## src/rtl/cpu_defs_pkg.sv

```systemverilog
// Shared CPU definitions: address type, fetch-address constants and the
// next-PC source encoding used by the fetch stage.
package cpu_defs_pkg;

  localparam int unsigned WIDTH = 32;

  typedef logic [WIDTH-1:0] addr_t;

  localparam addr_t RESET_ADDR = 32'h0000_3000;
  localparam addr_t EXC_ADDR   = 32'h0000_4180;
  localparam addr_t ADDR_MIN   = 32'h0000_3000;
  localparam addr_t ADDR_MAX   = 32'h0000_6ffc;

  typedef enum logic [2:0] {
    SEL_HOLD  = 3'd0,
    SEL_SEQ   = 3'd1,
    SEL_PEND  = 3'd2,
    SEL_REDIR = 3'd3,
    SEL_ERET  = 3'd4,
    SEL_EXC   = 3'd5
  } pc_sel_e;

endpackage

```

## src/rtl/pc_redirect_buf.sv

```systemverilog
// One-entry holding register for a branch/jump target that arrived while
// the fetch stage was stalled; a newer target replaces the held one.
module pc_redirect_buf
  import cpu_defs_pkg::*;
#(
  parameter int unsigned AW = WIDTH
) (
  input  logic          clk,
  input  logic          reset,
  input  logic          load,
  input  logic          overwrite,
  input  logic          clear,
  input  logic [AW-1:0] target_in,
  output logic          valid,
  output logic [AW-1:0] target
);

  logic          valid_q, valid_d;
  logic [AW-1:0] target_q, target_d;

  // clear beats any write so an exception/eret in the same cycle discards the target
  always_comb begin
    valid_d  = valid_q;
    target_d = target_q;
    if (clear) begin
      valid_d = 1'b0;
    end else if (load || overwrite) begin
      valid_d  = 1'b1;
      target_d = target_in;
    end else begin
      valid_d  = valid_q;
    end
  end

  always_ff @(posedge clk) begin
    if (reset) begin
      valid_q  <= 1'b0;
      target_q <= '0;
    end else begin
      valid_q  <= valid_d;
      target_q <= target_d;
    end
  end

  assign valid  = valid_q;
  assign target = target_q;

endmodule

```

## src/rtl/pc_gen.sv

```systemverilog
// Fetch-stage program counter: prioritised next-PC selection, PC register,
// stall-time redirect buffering and fetch-address legality check (AdEL).
module pc_gen #(
  parameter int unsigned      WIDTH      = cpu_defs_pkg::WIDTH,
  parameter logic [WIDTH-1:0] RESET_ADDR = WIDTH'(cpu_defs_pkg::RESET_ADDR),
  parameter logic [WIDTH-1:0] EXC_ADDR   = WIDTH'(cpu_defs_pkg::EXC_ADDR),
  parameter int unsigned      STEP       = 4,
  parameter logic [WIDTH-1:0] ADDR_MIN   = WIDTH'(cpu_defs_pkg::ADDR_MIN),
  parameter logic [WIDTH-1:0] ADDR_MAX   = WIDTH'(cpu_defs_pkg::ADDR_MAX)
) (
  input  logic             clk,
  input  logic             reset,
  input  logic             stall,
  input  logic             fetch_ready,
  input  logic             redirect_valid,
  input  logic [WIDTH-1:0] redirect_pc,
  input  logic             exc_req,
  input  logic             eret_req,
  input  logic [WIDTH-1:0] epc,
  output logic [WIDTH-1:0] pc,
  output logic             fetch_valid,
  output logic             adel,
  output logic             redirect_pending
);

  cpu_defs_pkg::pc_sel_e sel;
  logic [WIDTH-1:0]      pc_q, pc_d;
  logic                  buf_load, buf_overwrite, buf_clear, buf_valid;
  logic [WIDTH-1:0]      buf_target;
  logic                  below_min, above_max, misaligned;

  pc_redirect_buf #(
    .AW (WIDTH)
  ) u_redirect_buf (
    .clk       (clk),
    .reset     (reset),
    .load      (buf_load),
    .overwrite (buf_overwrite),
    .clear     (buf_clear),
    .target_in (redirect_pc),
    .valid     (buf_valid),
    .target    (buf_target)
  );

  // Source priority: exc > eret > live redirect > buffered redirect > sequential > hold
  always_comb begin
    sel           = cpu_defs_pkg::SEL_HOLD;
    buf_load      = 1'b0;
    buf_overwrite = 1'b0;
    buf_clear     = 1'b0;
    if (exc_req) begin
      sel       = cpu_defs_pkg::SEL_EXC;
      buf_clear = 1'b1;
    end else if (eret_req) begin
      sel       = cpu_defs_pkg::SEL_ERET;
      buf_clear = 1'b1;
    end else if (redirect_valid && !stall) begin
      sel       = cpu_defs_pkg::SEL_REDIR;
      buf_clear = 1'b1;
    end else if (redirect_valid) begin
      buf_load      = !buf_valid;
      buf_overwrite = buf_valid;
    end else if (!stall && buf_valid) begin
      sel       = cpu_defs_pkg::SEL_PEND;
      buf_clear = 1'b1;
    end else if (!stall && fetch_valid && fetch_ready) begin
      sel = cpu_defs_pkg::SEL_SEQ;
    end else begin
      sel = cpu_defs_pkg::SEL_HOLD;
    end
  end

  always_comb begin
    pc_d = pc_q;
    case (sel)
      cpu_defs_pkg::SEL_EXC:   pc_d = EXC_ADDR;
      cpu_defs_pkg::SEL_ERET:  pc_d = epc;
      cpu_defs_pkg::SEL_REDIR: pc_d = redirect_pc;
      cpu_defs_pkg::SEL_PEND:  pc_d = buf_target;
      cpu_defs_pkg::SEL_SEQ:   pc_d = pc_q + WIDTH'(STEP);
      cpu_defs_pkg::SEL_HOLD:  pc_d = pc_q;
      default:                 pc_d = pc_q;
    endcase
  end

  always_ff @(posedge clk) begin
    if (reset) begin
      pc_q <= RESET_ADDR;
    end else begin
      pc_q <= pc_d;
    end
  end

  // Bounds at the edges of the address space would compare against a constant
  generate
    if (ADDR_MIN == '0) begin : g_no_min
      assign below_min = 1'b0;
    end else begin : g_min
      assign below_min = (pc_q < ADDR_MIN);
    end
    if (ADDR_MAX == '1) begin : g_no_max
      assign above_max = 1'b0;
    end else begin : g_max
      assign above_max = (pc_q > ADDR_MAX);
    end
  endgenerate

  assign misaligned       = (pc_q[1:0] != 2'b00);
  assign adel             = misaligned | below_min | above_max;
  assign fetch_valid      = ~adel;
  assign pc               = pc_q;
  assign redirect_pending = buf_valid;

endmodule
```

## config.mk

```make
export PLATFORM = sky130hd
export DESIGN_NAME = pc_gen
export DESIGN_NICKNAME = d
export VERILOG_FILES = /design/src/rtl/cpu_defs_pkg.sv /design/src/rtl/pc_redirect_buf.sv /design/src/rtl/pc_gen.sv
export SDC_FILE = /design/constraint.sdc
export NUM_CORES = 1
export LEC_CHECK = 0
export CORE_ASPECT_RATIO = 1.75
export CORE_MARGIN = 3
export CORE_UTILIZATION = 45
export CTS_BUF_LIST = sky130_fd_sc_hd__clkbuf_8 sky130_fd_sc_hd__clkbuf_16
export CTS_CLUSTER_DIAMETER = 50
export DETAILED_ROUTE_END_ITERATION = 6
export PLACE_DENSITY = 0.88
export SYNTH_ARGS = -nofsm -noshare
export SYNTH_HDL_FRONTEND = slang
export SYNTH_SLANG_ARGS = --single-unit
```

## constraint.sdc

```tcl
create_clock -name clk -period 5.6 [get_ports clk]
set_clock_uncertainty 0.15 [all_clocks]
set_input_delay 0.56 -clock clk [delete_from_list [all_inputs] [get_ports clk]]
set_output_delay 0.56 -clock clk [all_outputs]
set_load 0.005 [all_outputs]
```

==> results.txt, run 1 <==
----------------------------------------------------
[Outcome]
  Outcome ... completed

[Synth]
  Top flip-flop cell by instance count after synthesis ... dfxtp_1
  Post-synthesis cell type with the largest combined area ... dfxtp_1
  Number of synthesized register bits ... 65
  Commonest cells in the netlist ... nand2_1 (85), dfxtp_1 (65), a21oi_1 (39), nor2_1 (25), mux2i_1 (22)
  Share of synthesized registers carrying an async set or reset ... 0%
  Post-synthesis cell count ... 381
  Largest cells by area after synthesis ... dfxtp_1 (41%), nand2_1 (10%), mux2i_1 (6.9%), a21oi_1 (6.1%), a22oi_1 (3.5%)
  Syn Std Cell Area ... 3200 sq um
  Count of synthesis-stage warnings from yosys ... 0
  Syn nets ... 453
  Sequential fraction of the synthesis area ... 40.6%
  Post-Synthesis Mean Instance Area ... 8.41 sq um
  Most repeated cell in the gate-level netlist after synthesis ... nand2_1
  Area share of the largest cell type after synthesis ... 40.6%
  EDFF count, synth ... 0
  Count of distinct cell types in the synthesized netlist ... 49

[Cells and area]
  NumNets Final ... 549
  Final core utilization ... 65.3%
  Share of layout cells above drive strength 1 ... 8.09%
  Post-route design area ... 4510 sq um
  Number of diodes ... 0
  Area overhead of the layout relative to synthesis ... 40.8%

[CTS]
  Maximum clock insertion buffer count ... 2
  Clock-pin slew reported for the worst setup and hold paths after clock tree synthesis ... 0.05 ns
  Root buffer cell ... clkbuf_16
  CTS tree ... built
  Post-CTS resize count ... 0
  Number of hold-repair buffers added at the cts stage ... 0
  Maximum level of the CTS H-tree ... 3
  Clock Latency Late Sink ... 0.33 ns
  Post-CTS Setup Bufs ... 0
  Number of buffers created by CTS ... 9
  Clk sinks ... 65

[Power and ir drop]
  Flop pwr share ... 42.3%
  Leak pwr ... 1.59 nW
  Sw Share ... 25.3%
  Total net switching power ... 0.295 mW
  Share of total power in the clock network ... 41.8%
  Peak supply drop ... 0.000178 V
  Internal power component ... 0.870 mW
  Total power density per cell area ... 258 nW/um^2
  Part of the power in combinational logic ... 15.9%

[Worst setup path]
  CP startpoint kind ... register
  Worst Reg2Reg Path Length in Cells ... 7
  Critical Path Sink Type ... register
  Critical Path Start ... pc[17]
  Worst reg-to-reg setup slack ... 2.05 ns
  Maximum fanout along the worst path ... 26
  Termination of the worst setup path ... pc[12]
  RR Startpoint ... pc[17]
  Required time of the worst setup path ... 5.65 ns
  Data arrival time at the worst-slack endpoint ... 3.60 ns
  Reg2reg end ... pc[12]
  Setup Crit Path Kind ... reg -> reg

[GRT]
  Pin count of the biggest net entering global routing ... 63
  Via count of the first global-routing pass ... 3,582
  Global-route wire length before repair ... 16,900 um
  Initial antenna violation count ... 0
  Overall overflow remaining after global route ... 0
  All-Layer GR Usage ... 25.8%

[Timing]
  Number of hold violations in the final report ... 0
  Worst-margin pin slew ... 1.29 ns
  Max Freq ... 282 MHz
  Period utilization ... 63.4%
  Setup repair after global routing missed its margin ... no
  Setup TNS ... 0 ns
  Count of endpoints failing setup in the final report ... 0
  Post-layout min period ... 3.55 ns
  Final Slew Violations ... 0
  Max-slew headroom at the worst pin ... 14.2%

[Worst hold path]
  Hold Crit Class ... reg -> reg

[Placed design]
  Routability Congestion ... 0.886
  Port Buffers ... 105
  DP Area ... 4260 sq um
  DP HPWL ... 7360 um

[Detailed routing]
  DRC violations left ... 0
  Number of nets with antenna violations after routing ... 0
  Vias per std cell ... 5.92
  Drt first-iter violations ... 281
  Final routed wirelength across all metal layers ... 10,600 um
  Total number of vias ... 3,349
  Wire per inst ... 18.7 um
  Detailed-routing iteration count for the pre-antenna-repair pass ... 5

[Floorplan]
  IO Pins ... 106
  Initial Utilization ... 46.4%
  # rows ... 40
  Die Outline Area ... 8210 sq um
  Die span in x ... 69.8 um
  Chip Height ... 118 um
  Floorplan core area ... 6910 sq um

[Flow run]
  Number of maximum-capacitance violations ... 0

----------------------------------------------------
==> state kept, by name (all words and copies together) (netlist names) <==
name                   cells
u_redirect_buf.target     32
pc                        32
u_redirect_buf.valid       1
==> placed cells by master, fill, tap and decap left out, types with 3 or more instances in the layout <==
cell type,n
mux2_2,6
a22oi_1,15
o21ai_0,7
inv_1,7
nand2b_1,4
a31oi_1,6
xor2_1,4
a21oi_1,39
xnor2_1,3
dfxtp_1,65
clkbuf_16,9
nor2_1,25
buf_4,6
a221o_1,8
nor4_1,4
and3_1,4
clkinv_2,4
mux2i_1,22
nand2_1,85
nor3_1,4
nand3_1,5
clkdlybuf4s50_1,104
o22ai_1,12
==> final cells by class <==
class | instances | area [sq um]
Fill cell | 570 | 2390
Multi-Input combinational cell | 286 | 1740
Sequential cell | 65 | 1300
Timing Repair Buffer | 111 | 1090
Clock buffer | 9 | 225
Tap cell | 84 | 105
Clock inverter | 7 | 31.3
Inverter | 4 | 15.0
==> cells by family after synthesis <==
| kind of cell | share of synthesized area (%) |
|---|---|
| XOR/XNOR | 1.91 |
| multiplexers | 8.98 |
| adder cells (fa/ha/maj) | 0.390 |
| flip-flops | 40.6 |
| buffers and inverters | 5.11 |
| AO/OA/AOI/OAI | 21.4 |
| AND/OR/NAND/NOR | 21.6 |
==> metal layers <==
metal	up-vias	global-route usage (%)	wire, um
met5	-	0	0
met4	0	19.4	698
met3	54	6.75	692
met2	163	43.7	5430
met1	1570	26.6	3770
li1	1562	-	-
==> critical path, stage by stage (launching register included) <==
cell and delay [ns]:
dfxtp_1 0.34, nor4_1 0.58, nand4_2 0.30, o31ai_4 0.79
buf_4 0.47, mux2_2 0.38, a221oi_1 0.28, o21ai_1 0.11
==> how the worst min path moves through the flow <==
stage                               from                         to  slack [ns]  cells past startpoint
2_1_floorplan  u_redirect_buf.target[12]  u_redirect_buf.target[12]        0.28                      2
3_3_place_gp    u_redirect_buf.target[6]   u_redirect_buf.target[6]        0.29                      2
3_5_place_dp   u_redirect_buf.target[16]  u_redirect_buf.target[16]        0.30                      2
4_1_cts        u_redirect_buf.target[16]  u_redirect_buf.target[16]        0.30                      2
5_1_grt        u_redirect_buf.target[31]  u_redirect_buf.target[31]        0.32                      2
6_report       u_redirect_buf.target[16]  u_redirect_buf.target[16]        0.30                      2
==> power groups by stage <==
stage / Clock (mW) / Sequential (mW) / Combinational [mW]
floorplan: 0 / 0.499 / 0.0853
global placement: 0 / 0.501 / 0.178
detailed placement: 0 / 0.502 / 0.181
CTS: 0.489 / 0.493 / 0.183
global route: 0.514 / 0.494 / 0.197
finish: 0.487 / 0.493 / 0.185
==> through the flow <==
| step | total power, mW | instances | setup slack (ns) | hold slack [ns] |
|---|---|---|---|---|
| 4_1_cts | 1.17 | 566 | 2.11 | 0.303 |
| 3_3_place_gp | 0.679 | 550 | 1.92 | 0.290 |
| 6_report | 1.17 | 566 | 2.05 | 0.303 |
| 3_5_place_dp | 0.683 | 550 | 1.78 | 0.296 |
| 2_1_floorplan | 0.585 | 381 | 3.24 | 0.284 |
| 5_1_grt | 1.21 | 566 | 1.91 | 0.324 |
(Power assumes the default switching activity.)
==> run 2, diff against run 1 <==
Settings changed: CORE_UTILIZATION 45 to 42, PLACE_DENSITY 0.88 to 0.86.
Clock period 5.6 ns to 2.9 ns, I/O delays scaled along.
==> run 2 against run 1 <==
Effect of this change: global-route usage down 0.59 points; non-clock buffer count up 9; sequential share of layout area down 0.97 points; die area up 6.6%; critical path type is now reg -> out; largest power group is now clock; highest routed layer unchanged.
==> results.txt, run 2 (synthesis results as in run 1) <==
----------------------------------------------------
[Timing]
  Number of hold violations in the final report ... 0
  Post-layout min period ... 2.69 ns
  Setup TNS ... 0 ns
  Worst-margin pin slew ... 0.645 ns
  Period utilization ... 92.7%
  Setup repair after global routing missed its margin ... no
  Max Freq ... 372 MHz
  Max-slew headroom at the worst pin ... 56.5%
  Count of endpoints failing setup in the final report ... 0
  Final Slew Violations ... 0

[Detailed routing]
  Detailed-routing iteration count for the pre-antenna-repair pass ... 5
  Wire per inst ... 18.7 um
  DRC violations left ... 0
  Total number of vias ... 3,371
  Drt first-iter violations ... 317
  Number of nets with antenna violations after routing ... 0
  Vias per std cell ... 5.84
  Final routed wirelength across all metal layers ... 10,800 um

[CTS]
  Clk sinks ... 65
  CTS tree ... built
  Clock-pin slew reported for the worst setup and hold paths after clock tree synthesis ... 0.06 ns
  Clock Latency Late Sink ... 0.32 ns
  Number of hold-repair buffers added at the cts stage ... 0
  Root buffer cell ... clkbuf_16
  Post-CTS resize count ... 0
  Number of buffers created by CTS ... 9
  Maximum level of the CTS H-tree ... 3
  Post-CTS Setup Bufs ... 0
  Maximum clock insertion buffer count ... 2

[Placed design]
  Port Buffers ... 105
  Cell Count Post-Placement ... 561
  Routability Congestion ... 0.973
  DP HPWL ... 7850 um

[Worst setup path]
  CP startpoint kind ... register
  RR Startpoint ... pc[17]
  Maximum fanout along the worst path ... 4
  Critical Path Max Stage Delay ... 0.57 ns
  Reg2reg end ... pc[13]
  Setup Crit Path Kind ... reg -> out
  Cell breakdown of the critical path ... nor4_1, buf_4, nand4_2, nor3_1, clkdlybuf4s50_1
  Required time of the worst setup path ... 2.46 ns
  Worst Reg2Reg Path Length in Cells ... 8
  Worst reg-to-reg setup slack ... 0.37 ns
  Critical Path Sink Type ... primary output
  Critical Path Start ... pc[17]
  Slowest cell on the critical path ... clkdlybuf4s50_1
  Data arrival time at the worst-slack endpoint ... 2.25 ns

[Power and ir drop]
  Internal power component ... 1.96 mW
  Sw Share ... 23.2%
  Peak supply drop ... 0.000411 V
  Share of total power in the clock network ... 48.5%
  Total net switching power ... 0.593 mW
  Flop pwr share ... 37.2%
  Total power ... 2.56 mW
  Part of the power in combinational logic ... 14.2%
  Leak pwr ... 1.66 nW
  Total power density per cell area ... 548 nW/um^2

[Cells and area]
  Top library cells by usage in the layout, fill and taps aside ... clkdlybuf4s50_1 (104), nand2_1 (85), dfxtp_1 (65)
  Filler cells ... 635
  Most common cell after layout, fill and taps aside ... clkdlybuf4s50_1
  NumNets Final ... 558
  Area overhead of the layout relative to synthesis ... 45.8%
  Share of layout cells above drive strength 1 ... 10.4%
  Post-layout instance count excluding filler cells ... 577
  Number of diodes ... 0
  Final core utilization ... 63.7%

[Worst hold path]
  Startpoint of the most critical hold path ... reset
  Min-Delay Path Depth ... 2
  Hold endpoint ... pc[23]
  Hold Crit Class ... in -> reg

[Floorplan]
  Initial Utilization ... 43.7%
  Die span in x ... 72.0 um
  Floorplan core area ... 7340 sq um
  IO Pins ... 106
  Chip Height ... 122 um
  # rows ... 41
  Die Outline Area ... 8750 sq um

[Flow run]
  Number of maximum-capacitance violations ... 0

[GRT]
  Via count of the first global-routing pass ... 3,435
  Global-route wire length before repair ... 17,000 um
  All-Layer GR Usage ... 25.2%
  Initial antenna violation count ... 0
  Pin count of the biggest net entering global routing ... 33
  Overall overflow remaining after global route ... 0

[Outcome]
  Outcome ... completed

----------------------------------------------------
-- run 2: area by class of cell --
| cell class | instances | area (sq um) | area share [%] |
|---|---|---|---|
| inverters | 4 | 15.0 | 0.321 |
| well taps | 86 | 108 | 2.30 |
| multi-input cells | 286 | 1740 | 37.3 |
| clock inverters | 7 | 119 | 2.54 |
| flip-flops and latches | 65 | 1300 | 27.9 |
| repair buffers | 120 | 1160 | 24.8 |
| clock buffers | 9 | 225 | 4.82 |
-- run 2: how the worst max path moves through the flow --
| stage | endpoint | slack (ns) | cells past startpoint |
|---|---|---|---|
| after global placement | pc[12] | 0.34 | 8 |
| final | fetch_valid | 0.21 | 5 |
| after detailed placement | pc[13] | 0.26 | 8 |
| after CTS | fetch_valid | 0.19 | 4 |
| after floorplan | pc[3] | 0.65 | 7 |
| after global routing | fetch_valid | 0.12 | 5 |
-- run 2: per-layer routing --
layer / global-route usage (%) / vias to the layer above / wire length, um
li1: - / 1579 / -
met1: 26.3 / 1569 / 3750
met2: 45.9 / 183 / 5690
met3: 5.45 / 40 / 829
met4: 13.9 / 0 / 519
met5: 0 / - / 0
-- run 2: power by group through the flow --
stage | sequential [mW] | clock [mW] | combinational [mW]
floorplan | 0.964 | 0 | 0.165
global placement | 0.970 | 0 | 0.353
detailed placement | 0.971 | 0 | 0.360
CTS | 0.952 | 1.26 | 0.363
global route | 0.955 | 1.29 | 0.389
finish | 0.952 | 1.24 | 0.364
-- run 2: metrics by stage --
step | area [sq um] | setup WS (ns) | hold slack, ns
global route | 4670 | 0.120 | 0.289
global placement | 4330 | 0.343 | 0.291
CTS | 4670 | 0.186 | 0.271
detailed placement | 4330 | 0.260 | 0.297
finish | 4670 | 0.211 | 0.265
floorplan | 3200 | 0.647 | 0.276
-- run 2: critical path: cells and delay by family (launching register included) --
family / cells / cell delay (ns)
buffers and inverters: 2 / 0.75
flip-flops: 1 / 0.34
AND/OR/NAND/NOR: 3 / 0.83
==> run 3, diff against run 2 <==
Settings changed: CORE_UTILIZATION 42 to 43, SYNTH_HIERARCHICAL from default to 1.
==> run 3 against run 2 <==
Effect of this change: register-to-register slack lost 0.15 ns; combinational power is 2% higher; core utilization fell by 2.0 points; power down 8.4%; flip-flop and latch count is the same; synthesized area increased by 9.4%; sequential power decreased by 0.9%; non-clock buffer count down 1; clock power down 17%; clock-buffer cell count is the same; sequential share of layout area is 1.2 points lower; die area rose by 6.4%; critical path type unchanged; largest cell class unchanged; highest routed layer unchanged.
==> results.txt, run 3 <==
----------------------------------------------------
[CTS]
  Number of buffers created by CTS ... 9
  Post-CTS Setup Bufs ... 0
  Clk sinks ... 65
  Clock Latency Late Sink ... 0.33 ns
  Clock-pin slew reported for the worst setup and hold paths after clock tree synthesis ... 0.05 ns
  Post-CTS resize count ... 0
  Maximum clock insertion buffer count ... 2
  CTS tree ... built
  Maximum level of the CTS H-tree ... 3
  Number of hold-repair buffers added at the cts stage ... 0
  Root buffer cell ... clkbuf_16

[Floorplan]
  IO Pins ... 106
  Initial Utilization ... 44.3%
  Chip Height ... 125 um
  Die Outline Area ... 9310 sq um
  Die span in x ... 74.2 um
  # rows ... 43
  Floorplan core area ... 7910 sq um

[Cells and area]
  Share of layout cells above drive strength 1 ... 8.13%
  Area overhead of the layout relative to synthesis ... 39.3%
  Most common cell after layout, fill and taps aside ... clkdlybuf4s50_1
  NumNets Final ... 548
  Top library cells by usage in the layout, fill and taps aside ... clkdlybuf4s50_1 (104), nand2b_1 (67), dfxtp_1 (65)
  Number of diodes ... 0

[Worst setup path]
  Maximum fanout along the worst path ... 3
  Setup Crit Path Kind ... reg -> out
  Data arrival time at the worst-slack endpoint ... 2.28 ns
  CP startpoint kind ... register
  Critical Path Sink Type ... primary output
  Required time of the worst setup path ... 2.46 ns

[GRT]
  Overall overflow remaining after global route ... 0
  Global-route wire length before repair ... 16,300 um
  Initial antenna violation count ... 0
  All-Layer GR Usage ... 23.0%
  Via count of the first global-routing pass ... 3,291
  Pin count of the biggest net entering global routing ... 52

[Flow run]
  Number of maximum-capacitance violations ... 0

[Synth]
  Syn Std Cell Area ... 3500 sq um
  Commonest cells in the netlist ... nand2b_1 (67), dfxtp_1 (65), mux2i_1 (56), a22oi_1 (20), clkbuf_1 (18)
  Count of distinct cell types in the synthesized netlist ... 50
  Count of synthesis-stage warnings from yosys ... 6
  Share of synthesized registers carrying an async set or reset ... 0%
  Post-Synthesis Mean Instance Area ... 9.40 sq um
  Post-synthesis cell count ... 373
  Post-synthesis cell type with the largest combined area ... dfxtp_1
  Most repeated cell in the gate-level netlist after synthesis ... nand2b_1
  Top flip-flop cell by instance count after synthesis ... dfxtp_1
  Syn nets ... 445
  EDFF count, synth ... 0
  Sequential fraction of the synthesis area ... 37.1%
  Area share of the largest cell type after synthesis ... 37.1%
  Largest cells by area after synthesis ... dfxtp_1 (37%), mux2i_1 (16%), nand2b_1 (12%), a22oi_1 (4.3%), o22ai_1 (3.0%)
  Number of synthesized register bits ... 65

[Placed design]
  Port Buffers ... 105
  DP HPWL ... 7620 um
  Routability Congestion ... 0.917

[Timing]
  Setup repair after global routing missed its margin ... no
  Worst-margin pin slew ... 0.662 ns
  Count of endpoints failing setup in the final report ... 0
  Max Freq ... 368 MHz
  Period utilization ... 93.7%
  Worst hold slack ... 0.323 ns
  Final Slew Violations ... 0
  Max-slew headroom at the worst pin ... 55.9%
  Number of hold violations in the final report ... 0
  Setup TNS ... 0 ns
  Post-layout min period ... 2.72 ns

[Detailed routing]
  DRC violations left ... 0
  Number of nets with antenna violations after routing ... 0
  Total number of vias ... 3,306
  Drt first-iter violations ... 374
  Wire per inst ... 18.4 um
  Vias per std cell ... 5.80
  Final routed wirelength across all metal layers ... 10,500 um
  Detailed-routing iteration count for the pre-antenna-repair pass ... 7

[Power and ir drop]
  Total power density per cell area ... 480 nW/um^2
  Peak supply drop ... 0.000515 V
  Leak pwr ... 1.77 nW

[Worst hold path]
  Hold Crit Class ... reg -> reg

[Outcome]
  Outcome ... completed

----------------------------------------------------
==> run 3: worst max-delay path, stage by stage (launching register included) <==
cell and delay [ns]:
dfxtp_1 0.33, nor4_1 0.45, nand4_1 0.31, nor2_1 0.31, clkdlybuf4s50_1 0.56
==> run 3: power by group <==
group	leakage, nW	switching (mW)	internal [mW]
sequential	0.528	0.0247	0.918
combinational	1.09	0.159	0.214
clock	0.147	0.379	0.648
total	1.77	0.562	1.78
==> run 3: final timing paths <==
path / startpoint / end / slack [ns] / cells past startpoint
hold / removal: u_redirect_buf/target[1] / u_redirect_buf/target[1] / 0.32 / 2
hold reg to reg: u_redirect_buf/target[1] / u_redirect_buf/target[1] / 0.32 / 2
setup / recovery: pc[25] / fetch_valid / 0.18 / 4
setup reg to reg: pc[25] / pc[3] / 0.22 / 7
==> run 3: kinds of logic after synthesis <==
group,Yosys count,synth area share (%)
AO/OA/AOI/OAI,79,16.7
XOR/XNOR,7,1.75
adder cells (fa/ha/maj),1,0.357
buffers and inverters,36,5.75
flip-flops,65,37.1
multiplexers,62,17.9
AND/OR/NAND/NOR,123,20.4
==> run 3: metrics by stage <==
stage / utilization, % / instances / area, sq um / setup WS (ns) / total power, mW
floorplan: - / 373 / 3500 / 0.623 / 1.13
global placement: 58.2 / 555 / 4600 / 0.271 / 1.32
detailed placement: 58.2 / 555 / 4600 / 0.145 / 1.33
CTS: 61.7 / 570 / 4880 / 0.141 / 2.36
global route: 61.7 / 570 / 4880 / 0.0121 / 2.44
finish: 61.7 / 570 / 4880 / 0.182 / 2.34
==> run 3: per-layer routing <==
layer	vias up	routed length [um]	GRT usage (%)
met5	-	0	0
li1	1582	-	-
met4	0	324	9.64
met3	26	674	5.63
met1	1559	3760	24.9
met2	139	5730	41.1
==> run 3: final cells by class <==
| class | instances | area [sq um] |
|---|---|---|
| Tap cell | 90 | 113 |
| Fill cell | 661 | 3030 |
| Clock inverter | 6 | 52.6 |
| Clock buffer | 9 | 225 |
| Sequential cell | 65 | 1300 |
| Timing Repair Buffer | 119 | 1150 |
| Multi-Input combinational cell | 272 | 2000 |
| Inverter | 9 | 33.8 |
==> edit: new RTL, flow settings as in run 2 <==
Put a register stage on the output `redirect_pending`, with the module's reset. The value now appears one clock later. The other outputs are not delayed to match.
--- a/src/rtl/pc_gen.sv
+++ b/src/rtl/pc_gen.sv
@@ -111,3 +111,9 @@
   assign pc               = pc_q;
-  assign redirect_pending = buf_valid;
+  always_ff @(posedge clk) begin
+    if (reset) begin
+      redirect_pending <= '0;
+    end else begin
+      redirect_pending <= buf_valid;
+    end
+  end
 
Function: changed (a bounded check fails within 4 cycles, from zero or initial values and one cycle with reset high).
==> edit against run 2 <==
Critical path depth is the same; maximum frequency shrank 0.52%; sequential cell count grew 1; routed wire length grew 5.3%; sequential power grew 2%; synthesized area grew 0.70%; design area grew 0.21%; power shrank 4.0%; clock power shrank 9%; worst setup slack lost 0.014 ns.
==> edit: results <==
group,metric,value,unit
drt,drt_iter0_markers,339,
power_and_ir_drop,switchingPower,0.000580,W
yosys,synthMuxAreaShare,4.03,%
grt,grt_pass1_vias,3574,
outcome,outcome,"finished, final reports clean",
grt,grt_max_degree,38,
yosys,synth_compound_area_share,25.4,%
layout,drive_gt1_share,8.02,%
yosys,synth_cells,397,
yosys,synthTopCellsByCount,"83 x nand2_1, 66 x dfxtp_1, 44 x a21oi_1, 27 x clkbuf_1",
drt,vias,3539,
setup_path,critPathMaxStageDelay,0.47,ns
power_and_ir_drop,max-vdd-ir-drop,0.000407,V
placed_design,gp_congestion,0.868,
yosys,synthXorXnorAreaFrac,2.17,%
power_and_ir_drop,power.leakage,1.56,nW
drt,wl_per_cell,19.4,um
placed_design,dp.final_hpwl,8.17,mm
yosys,yosys-top-cells-area,"dfxtp_1 41%, nand2_1 9.7%, a21oi_1 6.8%",
sta,max_slew_margin,52.3,%
grt,track_usage,26.3,%
grt,grt_pass1_wl,17.6,mm
power_and_ir_drop,seq_power_share,39.5,%
setup_path,cp_max_fo,5,
grt,grt_use_met3,4.38,%
grt,grt_use_met2,46.9,%
setup_path,crit_arrival,2.26,ns
setup_path,cp_slowest_cell,"a2111oi_4",
grt,met1_usage,26.8,%
layout,instances_no_fill,585,
yosys,synth_fa_ha_area_share,0.388,%
## edit: path summary, 6_finish.rpt
kind	from	end	slack (ns)	cells past startpoint
max	pc[14]	adel	0.20	5
min	reset	u_redirect_buf.target[26]	0.19	2
max reg2reg	pc[14]	pc[9]	0.44	5
min reg2reg	u_redirect_buf.target[14]	u_redirect_buf.target[14]	0.30	2
## edit: final cells by class
| type | instances | area [um^2] |
|---|---|---|
| fill | 622 | 2660 |
| tap | 86 | 108 |
| sequential | 66 | 1320 |
| timing repair buffer | 120 | 1170 |
| inverter | 1 | 3.75 |
| clock buffer | 9 | 225 |
| multi-input combinational | 297 | 1770 |
| clock inverter | 6 | 83.8 |
## edit: cells by family (layout without fill, tap and decap cells)
logic type | count (synthesis) | count (layout)
mux | 13 | 13
xor+xnor | 8 | 8
simple gates | 154 | 154
flops | 66 | 66
compound gates | 121 | 121
fa+ha+maj | 1 | 1
buf+inv | 34 | 136
## edit: worst max-delay path: cells and delay by family (launching register included)
kind,cells,cell delay (ns)
and+or+nand+nor,1,0.25
AOI/OAI and AO/OA,2,0.74
buffers and inverters,2,0.51
DFF,1,0.45
## edit: metal layers
| metal | share of wire [%] | routed length, um |
|---|---|---|
| met1 | 34 | 3810 |
| met2 | 53 | 6050 |
| met3 | 7.3 | 828 |
| met4 | 5.9 | 665 |
| met5 | 0 | 0 |
## edit: stage by stage
stage	setup slack (ns)	power [W]	area, um^2	utilization (%)
after floorplan	0.779	0.00113	3230	-
after global placement	0.345	0.00133	4370	59.6
after detailed placement	0.282	0.00134	4370	59.6
after CTS	0.218	0.00245	4680	63.8
after global routing	0.127	0.00252	4680	63.8
final	0.197	0.00246	4680	63.8
